## src/rtl/spike_injector.sv

```systemverilog
// Reads one tick's spike bitmap out of spike memory one word at a time.
// Each set bit is replayed, in ascending neuron order, as a four-phase AER event.
module spike_injector #(
    parameter int unsigned N   = 256,
    parameter int unsigned WPT = N / 32
) (
    input  logic                       CLK,
    input  logic                       RSTN,
    input  logic                       start_i,
    input  logic [7:0]                 tick_i,
    input  logic                       next_tick_i,
    input  logic                       abort_i,
    output logic                       mem_req_o,
    output logic [8+$clog2(WPT)-1:0]   mem_addr_o,
    input  logic                       mem_rvalid_i,
    input  logic [31:0]                mem_rdata_i,
    output logic [7:0]                 aer_addr_o,
    output logic                       aer_req_o,
    input  logic                       aer_ack_i,
    output logic                       spikecore_done_o,
    output logic                       inference_done_o
);

    localparam int unsigned WLOG = $clog2(WPT);
    localparam int unsigned AW   = 8 + WLOG;
    localparam int unsigned WIW  = (WPT > 1) ? WLOG : 1;
    localparam int unsigned NW   = WIW + 5;

    typedef enum logic [2:0] {
        S_IDLE, S_LOAD, S_FETCH, S_WAITD, S_SCAN, S_REQ, S_ACK, S_DONE
    } state_t;

    state_t          r_state;
    logic [7:0]      r_tick_q;
    logic [WIW-1:0]  r_word_idx;
    logic [4:0]      r_bit_idx;
    logic [31:0]     r_word_q;
    logic            r_ack_pend;
    logic            r_mem_req;
    logic [AW-1:0]   r_mem_addr;
    logic            r_aer_req;
    logic [7:0]      r_aer_addr;
    logic            r_done;
    logic            r_inf_done;

    logic            w_last_bit;
    logic            w_last_word;
    logic            w_bit_set;
    logic            w_advance;
    logic            w_start_ok;
    logic [NW-1:0]   w_neuron;
    logic [WIW-1:0]  w_word_nx;

    assign w_last_bit  = (r_bit_idx == 5'd31);
    assign w_last_word = (r_word_idx == WIW'(WPT - 1));
    assign w_bit_set   = r_word_q[r_bit_idx];
    assign w_neuron    = {r_word_idx, r_bit_idx};
    assign w_word_nx   = r_word_idx + WIW'(1);
    // Move past the current bit: a clear bit in SCAN, or a finished handshake in ACK
    assign w_advance   = ((r_state == S_SCAN) && !w_bit_set) ||
                         ((r_state == S_ACK) && !aer_ack_i);
    // After an abort mid-handshake the core may still hold ack high; wait for it to drop
    assign w_start_ok  = !r_ack_pend || !aer_ack_i;

    function automatic logic [AW-1:0] f_addr(input logic [7:0] tick, input logic [WIW-1:0] word);
        return (AW'(tick) << WLOG) | AW'(word);
    endfunction

    always_ff @(posedge CLK or negedge RSTN) begin
        if (!RSTN) begin
            r_state    <= S_IDLE;
            r_tick_q   <= '0;
            r_word_idx <= '0;
            r_bit_idx  <= '0;
            r_word_q   <= '0;
            r_ack_pend <= 1'b0;
            r_mem_req  <= 1'b0;
            r_mem_addr <= '0;
            r_aer_req  <= 1'b0;
            r_aer_addr <= '0;
            r_done     <= 1'b0;
            r_inf_done <= 1'b0;
        end else begin
            r_mem_req  <= 1'b0;
            r_mem_addr <= '0;
            r_inf_done <= 1'b0;
            if (!aer_ack_i) begin
                r_ack_pend <= 1'b0;
            end

            if (abort_i) begin
                r_state    <= S_IDLE;
                r_aer_req  <= 1'b0;
                r_aer_addr <= '0;
                r_done     <= 1'b0;
                if ((r_state == S_REQ) || (r_state == S_ACK)) begin
                    r_ack_pend <= 1'b1;
                end
            end else begin
                case (r_state)
                    S_IDLE: begin
                        if (start_i && w_start_ok) begin
                            r_word_idx <= '0;
                            r_state    <= S_LOAD;
                        end
                    end
                    S_LOAD: begin
                        r_tick_q   <= tick_i;
                        r_mem_req  <= 1'b1;
                        r_mem_addr <= f_addr(tick_i, r_word_idx);
                        r_state    <= S_FETCH;
                    end
                    S_FETCH: r_state <= S_WAITD;
                    S_WAITD: begin
                        if (mem_rvalid_i) begin
                            r_word_q  <= mem_rdata_i;
                            r_bit_idx <= '0;
                            r_state   <= S_SCAN;
                        end
                    end
                    S_SCAN: begin
                        if (w_bit_set) begin
                            r_aer_req  <= 1'b1;
                            r_aer_addr <= 8'(w_neuron);
                            r_state    <= S_REQ;
                        end
                    end
                    S_REQ: begin
                        if (aer_ack_i) begin
                            r_aer_req  <= 1'b0;
                            r_aer_addr <= '0;
                            r_state    <= S_ACK;
                        end
                    end
                    S_ACK: r_state <= S_ACK;
                    S_DONE: begin
                        if (next_tick_i) begin
                            r_done <= 1'b0;
                            if (r_tick_q != 8'd0) begin
                                r_word_idx <= '0;
                                r_state    <= S_LOAD;
                            end else begin
                                r_inf_done <= 1'b1;
                                r_state    <= S_IDLE;
                            end
                        end
                    end
                    default: r_state <= S_IDLE;
                endcase

                // Shared next-bit / next-word / end-of-tick step for SCAN and ACK
                if (w_advance) begin
                    if (!w_last_bit) begin
                        r_bit_idx <= r_bit_idx + 5'd1;
                        r_state   <= S_SCAN;
                    end else if (!w_last_word) begin
                        r_word_idx <= w_word_nx;
                        r_mem_req  <= 1'b1;
                        r_mem_addr <= f_addr(r_tick_q, w_word_nx);
                        r_state    <= S_FETCH;
                    end else begin
                        r_done  <= 1'b1;
                        r_state <= S_DONE;
                    end
                end
            end
        end
    end

    assign mem_req_o        = r_mem_req;
    assign mem_addr_o       = r_mem_addr;
    assign aer_req_o        = r_aer_req;
    assign aer_addr_o       = r_aer_addr;
    assign spikecore_done_o = r_done;
    assign inference_done_o = r_inf_done;

endmodule

```

## config.mk

```make
export PLATFORM = sky130hd
export DESIGN_NAME = spike_injector
export DESIGN_NICKNAME = d
export VERILOG_FILES = /design/src/rtl/spike_injector.sv
export SDC_FILE = /design/constraint.sdc
export NUM_CORES = 1
export LEC_CHECK = 0
export BUFFER_PORTS_ARGS = -buffer_cell sky130_fd_sc_hd__buf_4
export CORE_MARGIN = 5
export CORE_UTILIZATION = 50
export CTS_BUF_LIST = sky130_fd_sc_hd__clkbuf_2 sky130_fd_sc_hd__clkbuf_4 sky130_fd_sc_hd__clkbuf_8
export CTS_CLUSTER_SIZE = 25
export DETAILED_ROUTE_END_ITERATION = 10
export PLACE_DENSITY = 0.73
export SETUP_SLACK_MARGIN = 0.02
export SLEW_MARGIN = 20
export SYNTH_ARGS = -nofsm -noshare
export SYNTH_HDL_FRONTEND = slang
export SYNTH_SLANG_ARGS = --single-unit
```

## constraint.sdc

```tcl
create_clock -name CLK -period 6.6 [get_ports CLK]
set_input_delay 0.33 -clock CLK [delete_from_list [all_inputs] [get_ports CLK]]
set_output_delay 0.33 -clock CLK [all_outputs]
set_load 0.03 [all_outputs]
```

# ---- After elaboration in Yosys (flattened, before gate mapping)
# Index checks and enable logic that the tools add are counted.
dict set report word_totals {
  out_inout_bits 23
  inputBits 47
  elab_cells 105
  reg_bits 75
}
dict set report op_classes {
  mux 55
  n_addsub 2
  n_reduce_logical 16
  bitwise_logic 3
  eq_ne 16
  n_lt_le_gt_ge 1
}
# cell count
set op_table {}
lappend op_table {{$mux 11} 5}
lappend op_table {{$mux 3} 15}
lappend op_table {{$mux 8} 3}
lappend op_table {{$pmux 3 s8} 1}
lappend op_table {{$mux 1} 23}
lappend op_table {{$or 11x3->11} 2}
lappend op_table {{$mux 5} 4}
lappend op_table {{$ne 4x4->1 const B} 5}
lappend op_table {{$pmux 8 s2} 1}
lappend op_table {{$eq 3x3->1 const B} 5}
lappend op_table {{$reduce_bool 8->1} 1}
lappend op_table {{$eq 3x2->1 const B} 2}
lappend op_table {{$lt 5x6->1 const B} 1}
lappend op_table {{$ne 3x3->1 const B} 2}
lappend op_table {{$pmux 3 s2} 1}
lappend op_table {{$reduce_and 3->1} 2}
lappend op_table {{$add 5x1->5 const B} 1}
lappend op_table {{$bmux 1 s5} 1}
lappend op_table {{$eq 5x5->1 const B} 1}
lappend op_table {{$reduce_and 5->1} 1}
lappend op_table {{$add 3x1->3 const B} 1}
lappend op_table {{$eq 3x1->1 const B} 1}
lappend op_table {{$logic_and 1x1->1} 3}
lappend op_table {{$logic_not 1->1} 3}
lappend op_table {{other kinds (6)} 8}

# ---- Longest topological paths before layout
# Gate-level depths: netlist of the first run.
dict set report depth {
  word_depth 8
  ltp_mapped 10
  depth_no_buf 9
}

# ---- Worst setup path after synthesis of the first run
# No wires, ideal clock.
dict set report synth_path {
  path_kind {register -> register}
  start {register r_bit_idx[0]}
  end {register r_bit_idx[2]}
  arrival_ps 2129
  setup_time_ps 131
  synth_period_minus_slack_ps 2260
  path_slack_ps 4340
  path_stages_with_launch 10
  t_required_ps 6469
  path_buffers 1
  cell_sequence {dfrtp_1 -> buf_2 -> mux2i_1 -> nand2_1 -> nand4_1 -> o22ai_1 -> nor3_4 -> a31oi_4 -> o311a_1 -> or3_1}
}
dict set report synth_between {
  elab_chain_len 6
}
# item line_no
set synth_lines {}
lappend synth_lines {{start: declaration} 36} ;# logic [4:0] r_bit_idx;
lappend synth_lines {{start signal: assignment} 154} ;# r_bit_idx <= r_bit_idx + 5'd1;
lappend synth_lines {{$bmux 1 s5} 56} ;# assign w_bit_set = r_word_q[r_bit_idx];
lappend synth_lines {{$mux 1 (implied by the code)} 56}
lappend synth_lines {{$logic_not 1->1} 60} ;# assign w_advance = ((r_state == S_SCAN) && !w_bit_set) ||
lappend synth_lines {{$logic_and 1x1->1} 60}
lappend synth_lines {{$logic_or 1x1->1} 60}
lappend synth_lines {{$mux 5 (*)} 152} ;# if (w_advance) begin
# Mark *: on every way between the ends. The rest lies on a longest branch, timed or not. The select of a mux whose other input is x is not followed.
# A chain may end at the register's enable or synchronous reset.

# ---- Final worst setup path of the first run
dict set report layout_path {
  start {register r_bit_idx[0]}
  end {register r_word_idx[0]}
}
dict set report layout_between {
  elab_chain_len 6
}
# item line_no
set layout_lines {}
lappend layout_lines {{$bmux 1 s5} 56}
lappend layout_lines {{$mux 1 (implied by the code)} 56}
lappend layout_lines {{$logic_not 1->1} 60}
lappend layout_lines {{$logic_and 1x1->1} 60}
lappend layout_lines {{$logic_or 1x1->1} 60}
lappend layout_lines {{$mux 3 (*)} 152}
lappend layout_lines {{end signal: assignment} 157} ;# r_word_idx <= w_word_nx;
lappend layout_lines {{end: declaration} 35} ;# logic [WIW-1:0] r_word_idx;
# Marked as above.

==> flow_metrics.py, run 1 <==
metrics = {
    "status": {
        "status": "completed",
    },
    "global_route": {
        "antenna_found_initial": 0,
        "grt.total_usage": 0.176,
        "grt_pass1_vias": 2456,
        "grt-ovfl-total": 0,
        "grt_start_max_net_pins": 76,
        "grt_pass1_wl_um": 12000,
    },
    "placement": {
        "gp_congestion": 0.774,
        "portBuffers": 69,
        "dpl.hpwl_um": 4950,
        "placed_cell_area_um2": 4050,
    },
    "die": {
        "die-area_um2": 8730,
        "rows": 30,
        "die_x_um": 93.4,
        "io_pins": 70,
        "start_util": 0.512,
        "coreArea_um2": 6790,
        "die_y_um": 93.4,
    },
    "cts": {
        "cts_tree": "built",
        "h-tree-depth": 3,
        "cts_setup_buffers": 0,
        "path_clk_slew_ns": 0.07,
        "cts-root-buf": "clkbuf_8",
        "cts_num_sinks": 75,
        "cts_made_buffers": 9,
        "hold_buffers": 0,
        "cts_max_path_buffers": 2,
        "cts.repair.resized": 0,
        "clk_latency_ns": 0.33,
    },
    "worst_setup_path": {
        "crit_arrival_ns": 3.55,
        "crit_family": "simple AND/OR/NAND/NOR gates",
        "crit_buf_inv": 0,
        "cp_common_cell": "mux2i_1",
        "timing.rr.start": "r_bit_idx[0]$_DFFE_PN0N_",
        "worst_path_largest_cell_delay_ns": 1.01,
        "crit_fanout": 21,
        "worst_path_max_delay_cell": "dfrtp_1",
        "cp.required_ns": 6.85,
        "worstSetupEndpointType": "register",
        "crit_start": "r_bit_idx[0]$_DFFE_PN0N_",
        "crit_path_cell_trace": "mux2i_1 > a22oi_1 > nand4b_1 > o22ai_1 > nor3_4 > a31oi_4 > nor4b_4 > mux2i_1",
        "start_kind": "register",
        "critical_path_class": "reg2reg",
    },
    "yosys": {
        "synth_area_leader_cell": "dfrtp_1",
        "async_flop_share": 1.00,
        "synth_area_leaders": "dfrtp_1 54%, mux2_2 13%, mux2i_1 6.9%",
        "synth_top_cell_area_share": 0.539,
        "synth_fp_nets": 330,
        "ys_ff_latch": 75,
        "ys.flop_type": "dfrtp_1",
        "avgSynthCellArea_um2": 12.5,
        "synth_cell_types": 44,
        "synth_edf_count": 0,
        "synth_seq_area_share": 0.539,
        "netlist_area_um2": 3480,
        "syn-instance-count": 279,
        "yosysWarnings": 0,
    },
    "power_and_ir_drop": {
        "combPwrFrac": 0.253,
        "p_per_area_nw_per_um2": 328,
        "power_switching_uw": 435,
        "finalPower_mw": 1.39,
        "seqPwrFrac": 0.502,
        "ir_drop_uv": 158,
        "p_leak_nw": 2.02,
        "intPower_uw": 956,
        "clkPwrFrac": 0.245,
        "p_sw_frac": 0.313,
    },
    "timing": {
        "period_needed_ns": 3.30,
        "tightest_slew_ns": 1.01,
        "finClkSkew_ns": 0.00720,
        "fmax_ghz": 0.303,
        "slew_violations": 0,
        "setup_viol": 0,
        "slew_headroom": 0.325,
        "hold_viol_final": 0,
        "fin_crit_sh": 0.499,
        "rsz0062_at_grt": "false",
        "setup_tns_ns": 0,
    },
    "cells_and_area": {
        "syn_to_final_growth_pct": 21.7,
        "nets": 395,
        "fin_area_um2": 4240,
        "drive_above_1_share": 0.383,
        "diodes": 0,
        "fillers": 555,
    },
    "drt": {
        "drc": 0,
        "drt_iter0_markers": 170,
        "ant_nets": 0,
        "via_per_inst": 5.46,
        "wl_um": 7220,
        "first_pass_iters": 4,
        "vias": 2417,
        "wl_per_cell_um": 16.3,
    },
    "flow_run": {
        "timing.max_cap.violations": 0,
    },
    "hold_path": {
        "min_path_type": "in2async",
    },
}
## power groups by stage
stage	Sequential, mW	Combinational, mW	Clock [mW]
after global routing	0.713	0.393	0.368
after global placement	0.702	0.341	0
after floorplan	0.644	0.309	0
after detailed placement	0.704	0.354	0
final	0.698	0.352	0.341
after CTS	0.695	0.355	0.348
## flip-flops by register name, indices dropped and copies added (netlist names)
name              count
mem_addr_o           11
spikecore_done_o      1
aer_req_o             1
inference_done_o      1
r_word_q             32
r_word_idx            3
mem_req_o             1
r_ack_pend            1
r_state               3
aer_addr_o            8
r_bit_idx             5
r_tick_q              8
## metal layers
metal,track usage,share of wire,up-vias
li1,-,-,1144
met3,0.0298,0.047,9
met5,0,0,-
met4,0.0769,0.016,0
met1,0.257,0.47,1199
met2,0.257,0.47,65
## cells in the mapped netlist (all sizes together) (5+ instances only)
master,instances
inv,6
nor3,7
nand2,22
dfrtp,75
o21ai,6
nor2,6
a22o,18
mux2,41
a22oi,5
mux2i,24
clkbuf,13
## cell families (layout without fill, tap and decap cells)
kind of cell | Yosys count | after routing | share of synthesized area
fa+ha+maj | 4 | 4 | 0.0144
compound gates | 46 | 46 | 0.103
buf+inv | 23 | 91 | 0.0316
mux | 65 | 65 | 0.202
flops | 75 | 75 | 0.539
simple gates | 65 | 65 | 0.107
xor+xnor | 1 | 1 | 0.00252
## path summary, 6_finish.rpt
kind / to / slack [ns] / depth (start not counted)
worst max-delay path: r_word_idx[0]$_DFFE_PN0N_ / 3.30 / 8
worst min-delay path: r_word_q[2]$_DFFE_PN0P_ / 0.13 / 1
worst max register to register: r_word_idx[0]$_DFFE_PN0N_ / 3.30 / 8
worst min register to register: r_ack_pend$_DFF_PN0_ / 0.49 / 2
max in group asynchronous: aer_addr_o[6]$_DFFE_PN0P_ / 5.85 / 1
min in group CLK: r_word_q[30]$_DFFE_PN0P_ / 0.22 / 2
## worst reg2reg max path, cell delays in order, from the launching register on
cell	delay [ns]
dfrtp_1	1.01
mux2i_1	0.30
a22oi_1	0.12
nand4b_1	0.12
o22ai_1	0.12
nor3_4	0.33
a31oi_4	0.20
nor4b_4	0.77
mux2i_1	0.26
## final cells by class
cell class              count  area [um2]  share of cell area
repair buffers             71         533               0.126
well taps                  96         120              0.0284
inverters                   6        22.5             0.00532
clock inverters             3        40.0             0.00945
flip-flops and latches     75        1880               0.443
multi-input cells         181        1500               0.354
clock buffers              11         145              0.0343
## placed cells by master (no fill, tap or decap), types with 6 or more instances in the layout
| cell | n |
|---|---|
| dfrtp_1 | 75 |
| buf_4 | 71 |
| mux2_2 | 40 |
| mux2i_1 | 24 |
| nand2_1 | 22 |
| a22o_1 | 18 |
| clkbuf_8 | 10 |
| nor2_1 | 6 |
| inv_1 | 6 |
## through the flow
step                      std cells  worst slack (ns)   util  hold slack (ns)
after floorplan                 279              4.34      -           0.0344
after global placement          429              3.42  0.596            0.459
after detailed placement        429              3.27  0.596            0.475
after CTS                       443              3.26  0.623            0.174
after global routing            443              2.97  0.623            0.211
final                           443              3.30  0.623            0.131
(Power assumes the default switching activity.)
==> run 2: changes to the inputs <==
PLACE_DENSITY = 0.76   (was 0.73)
clock period = 2.8 ns   (was 6.6 ns; I/O delays follow)
==> run 2 against run 1 <==
Register-to-register slack worse by 3.1 ns. Clock skew is 0.0025 ns lower. Sequential power increased by 130%. Global-route usage up 0.56 points. Critical path depth grew 1. Highest routed layer unchanged. Clock-buffer cell count down 1.
==> flow_metrics.py, run 2 (same netlist as run 1, synthesis figures left out) <==
metrics = {
    "worst_setup_path": {
        "crit_path_cell_trace": "buf_4 > mux2i_1 > a22oi_1 > nand4b_1 > o22ai_1 > nor3_4 > a31oi_4 > o311a_1 > or3_1",
        "worst_path_max_delay_cell": "dfrtp_1",
        "cp.required_ns": 3.03,
        "worst_path_largest_cell_delay_ns": 0.45,
        "crit_buf_inv": 1,
        "crit_family": "simple AND/OR/NAND/NOR gates",
        "start_kind": "register",
        "crit_arrival_ns": 2.78,
        "critical_path_class": "reg2reg",
        "crit_fanout": 7,
        "worstSetupEndpointType": "register",
    },
    "cts": {
        "cts_setup_buffers": 0,
        "path_clk_slew_ns": 0.08,
        "cts.repair.resized": 0,
        "cts_num_sinks": 75,
        "cts_max_path_buffers": 2,
        "clk_latency_ns": 0.34,
        "cts_tree": "built",
        "cts-root-buf": "clkbuf_8",
        "h-tree-depth": 3,
        "cts_made_buffers": 9,
    },
    "placement": {
        "place_worst_setup_slack_ns": 0.246,
        "placed_cell_area_um2": 4090,
        "placed_cells": 434,
        "dpl.hpwl_um": 5050,
        "portBuffers": 69,
        "gp_congestion": 0.794,
    },
    "drt": {
        "wl_um": 7420,
        "via_per_inst": 5.43,
        "drc": 0,
        "drt_iter0_markers": 177,
        "ant_nets": 0,
        "wl_per_cell_um": 16.4,
        "first_pass_iters": 4,
        "vias": 2451,
    },
    "timing": {
        "rsz0062_at_grt": "false",
        "setup_tns_ns": 0,
        "setup_viol": 0,
        "hold_viol_final": 0,
        "finClkSkew_ns": 0.00469,
        "slew_violations": 0,
        "fin_crit_sh": 0.913,
        "period_needed_ns": 2.56,
        "whs_ns": 0.0222,
        "tightest_slew_ns": 0.920,
        "worst_slack_ns": 0.245,
        "fmax_ghz": 0.391,
        "slew_headroom": 0.387,
    },
    "power_and_ir_drop": {
        "intPower_mw": 2.36,
        "ir_drop_uv": 393,
        "p_sw_frac": 0.311,
        "seqPwrFrac": 0.471,
        "p_per_area_nw_per_um2": 793,
        "clkPwrFrac": 0.270,
        "power_switching_mw": 1.07,
        "p_leak_nw": 2.06,
        "combPwrFrac": 0.259,
    },
    "die": {
        "die_x_um": 93.4,
        "io_pins": 70,
        "rows": 30,
        "coreArea_um2": 6790,
        "die-area_um2": 8730,
        "start_util": 0.512,
        "die_y_um": 93.4,
    },
    "global_route": {
        "grt_start_max_net_pins": 76,
        "top_usage_layer": "met2",
        "grt_pass1_vias": 2509,
        "grtUsageMet3": 0.0418,
        "use_met1": 0.257,
        "antenna_found_initial": 0,
        "grt-ovfl-total": 0,
        "grt_pass1_wl_um": 12400,
        "grt.total_usage": 0.182,
        "use_met2": 0.265,
    },
    "cells_and_area": {
        "drive_above_1_share": 0.394,
        "final_common_cell": "buf_4",
        "final_cell_mix": "76 x buf_4, 75 x dfrtp_1, 40 x mux2_2, 24 x mux2i_1, 22 x nand2_1",
        "diodes": 0,
        "syn_to_final_growth_pct": 24.3,
        "largest_reg_flops": 32,
        "regMostFlops": "r_word_q",
        "fin_area_um2": 4320,
        "final_cells": 451,
        "nets": 401,
    },
    "flow_run": {
        "timing.max_cap.violations": 0,
    },
    "status": {
        "status": "completed",
    },
    "hold_path": {
        "min_path_type": "in2reg",
    },
}
## run 2: cell type report
class                           instances  area [um2]
Clock buffer                           10         138
Clock inverter                          6        88.8
Fill cell                             529        2470
Timing Repair Buffer                   77         581
Multi-Input combinational cell        181        1500
Inverter                                6        22.5
Sequential cell                        75        1880
Tap cell                               96         120
## run 2: stage by stage
step,util,power (mW)
floorplan,-,2.25
global placement,0.602,2.49
detailed placement,0.602,2.51
CTS,0.636,3.45
global route,0.636,3.64
finish,0.636,3.43
## run 2: worst paths after layout
path                                                from                         end  slack, ns  cells after the start
worst max-delay path            r_bit_idx[0]$_DFFE_PN0N_    r_bit_idx[2]$_DFFE_PN0N_       0.24                      9
worst min-delay path                     mem_rdata_i[18]    r_word_q[18]$_DFFE_PN0P_       0.02                      2
worst max register to register  r_bit_idx[0]$_DFFE_PN0N_    r_bit_idx[2]$_DFFE_PN0N_       0.24                      9
worst min register to register      r_ack_pend$_DFF_PN0_        r_ack_pend$_DFF_PN0_       0.49                      2
max in group asynchronous                           RSTN  spikecore_done_o$_DFF_PN0_       1.73                      2
min in group asynchronous                           RSTN     r_word_q[0]$_DFFE_PN0P_       0.47                      2
## run 2: routing by layer
| layer | vias up | share of wire |
|---|---|---|
| li1 | 1154 | - |
| met1 | 1225 | 0.45 |
| met2 | 65 | 0.48 |
| met3 | 7 | 0.053 |
| met4 | 0 | 0.015 |
| met5 | - | 0 |
## run 2: power groups by stage
| stage | registers [mW] | clock network, mW | logic [mW] |
|---|---|---|---|
| global placement | 1.63 | 0 | 0.859 |
| detailed placement | 1.62 | 0 | 0.890 |
| global route | 1.65 | 0.994 | 0.989 |
| CTS | 1.61 | 0.945 | 0.897 |
| finish | 1.61 | 0.926 | 0.889 |
| floorplan | 1.52 | 0 | 0.728 |
## run 2: repair_timing
item                                    in CTS  in global routing
hold buffers                                 1                  0
endpoints found under the hold margin       75                  0
endpoints found under the setup margin       0                  0
==> run 3: changes to the inputs <==
PLACE_DENSITY = 0.73   (was 0.76)
clock period = 3.2 ns   (was 2.8 ns; I/O delays follow)
==> run 3 against run 2 <==
Flip-flop and latch count is the same. Combinational power shrank 14%. Utilization shrank 0.31 points. Highest routed layer unchanged. Critical endpoint unchanged. Register-to-register slack gained 0.27 ns. Largest power group unchanged.
==> flow_metrics.py, run 3 (same netlist as run 1, synthesis figures left out) <==
metrics = {
    "cts": {
        "cts_num_sinks": 75,
        "cts_max_path_buffers": 2,
        "path_clk_slew_ns": 0.07,
        "hold_buffers": 1,
        "clk_latency_ns": 0.34,
        "h-tree-depth": 3,
        "cts_made_buffers": 9,
        "cts_setup_buffers": 0,
        "cts.repair.resized": 0,
        "cts-root-buf": "clkbuf_8",
        "cts_tree": "built",
    },
    "hold_path": {
        "min_path_type": "in2reg",
    },
    "timing": {
        "slew_headroom": 0.379,
        "finClkSkew_ns": 0.00494,
        "tightest_slew_ns": 0.932,
        "setup_tns_ns": 0,
        "setup_viol": 0,
        "period_needed_ns": 2.69,
        "hold_viol_final": 0,
        "slew_violations": 0,
        "fin_crit_sh": 0.841,
        "fmax_ghz": 0.372,
        "rsz0062_at_grt": "false",
    },
    "cells_and_area": {
        "seq_area_um2": 1880,
        "syn_to_final_growth_pct": 23.7,
        "largest_reg_flops": 32,
        "drive_above_1_share": 0.387,
        "nets": 398,
        "fillers": 541,
        "multi_input_area_um2": 1500,
        "final_common_cell": "dfrtp_1",
        "regMostFlops": "r_word_q",
        "final_cell_mix": "75 x dfrtp_1, 72 x buf_4, 40 x mux2_2, 24 x mux2i_1, 22 x nand2_1",
        "diodes": 0,
    },
    "drt": {
        "ant_nets": 0,
        "wl_per_cell_um": 15.8,
        "via_per_inst": 5.33,
        "first_pass_iters": 4,
        "drc": 0,
        "drt_iter0_markers": 193,
        "vias": 2383,
        "wl_um": 7050,
    },
    "placement": {
        "gp_congestion": 0.798,
        "portBuffers": 69,
        "dpl.hpwl_um": 4870,
    },
    "worst_setup_path": {
        "cp.required_ns": 3.42,
        "start_kind": "register",
        "crit_arrival_ns": 2.91,
        "worstSetupEndpointType": "register",
        "crit_fanout": 13,
        "critical_path_class": "reg2reg",
    },
    "die": {
        "die_y_um": 93.4,
        "die_x_um": 93.4,
        "start_util": 0.512,
        "die-area_um2": 8730,
        "coreArea_um2": 6790,
        "io_pins": 70,
        "rows": 30,
    },
    "status": {
        "status": "completed",
    },
    "power_and_ir_drop": {
        "p_per_area_nw_per_um2": 687,
        "finalPower_mw": 2.96,
        "ir_drop_uv": 348,
        "p_leak_nw": 2.05,
    },
    "global_route": {
        "grt-ovfl-total": 0,
        "grt_start_max_net_pins": 76,
        "grt_pass1_wl_um": 11700,
        "grt_pass1_vias": 2401,
        "grt.total_usage": 0.173,
        "antenna_found_initial": 0,
    },
    "flow_run": {
        "timing.max_cap.violations": 0,
    },
}
==> run 3: cell types whose count changed in the layout (fill, tap and decap cells not counted), sizes merged <==
cell	previous run	this run
buf	76	73
clkinvlp	2	1
==> run 3: routing by layer <==
metal / wire [um] / GRT usage / up-vias / part of all wire
met2: 3310 / 0.253 / 67 / 0.47
met5: 0 / 0 / - / 0
met1: 3300 / 0.245 / 1150 / 0.47
met3: 348 / 0.0442 / 12 / 0.049
li1: - / - / 1154 / -
met4: 99 / 0.0672 / 0 / 0.014
==> run 3: layout make-up <==
cell class / count / area share
Timing Repair Buffer: 74 / 0.133
Sequential cell: 75 / 0.436
Inverter: 6 / 0.00523
Clock inverter: 5 / 0.0180
Tap cell: 96 / 0.0279
Clock buffer: 10 / 0.0320
Multi-Input combinational cell: 181 / 0.348
==> run 3: worst max-delay path: stages, from the launching register on <==
cell	delay, ns
dfrtp_1	0.59
buf_12	0.21
mux2i_1	0.20
a22oi_1	0.10
nand4b_1	0.11
o22ai_1	0.11
nor3_4	0.34
a31oi_4	0.20
o311a_1	0.33
or3_1	0.36
==> run 3: metrics by stage <==
step	setup slack (ns)	std cells	utilization	hold WS (ns)	cell area [um2]
2_1_floorplan	0.940	279	-	-0.136	3480
3_3_place_gp	0.614	431	0.600	0.354	4080
3_5_place_dp	0.514	431	0.600	0.353	4080
4_1_cts	0.495	447	0.633	0.0313	4300
5_1_grt	0.262	447	0.633	0.0313	4300
6_report	0.510	447	0.633	0.0484	4300
==> run 3: final timing paths <==
| check | start | endpoint | slack [ns] | depth (start not counted) |
|---|---|---|---|---|
| min reg2reg | r_ack_pend$_DFF_PN0_ | r_ack_pend$_DFF_PN0_ | 0.49 | 2 |
| min in group asynchronous | RSTN | r_word_q[4]$_DFFE_PN0P_ | 0.49 | 2 |
| max reg2reg | r_bit_idx[0]$_DFFE_PN0N_ | r_bit_idx[2]$_DFFE_PN0N_ | 0.51 | 9 |
| min | mem_rdata_i[0] | r_word_q[0]$_DFFE_PN0P_ | 0.05 | 2 |
| max in group asynchronous | RSTN | r_state[0]$_DFFE_PN0P_ | 2.11 | 2 |
| max | r_bit_idx[0]$_DFFE_PN0N_ | r_bit_idx[2]$_DFFE_PN0N_ | 0.51 | 9 |
==> run 3: power by group <==
group | leakage, nW | internal (mW) | switching (mW) | total [mW]
Combinational | 0.945 | 0.418 | 0.348 | 0.766
Clock | 0.108 | 0.453 | 0.329 | 0.782
Sequential | 0.999 | 1.19 | 0.219 | 1.41
Total | 2.05 | 2.06 | 0.896 | 2.96
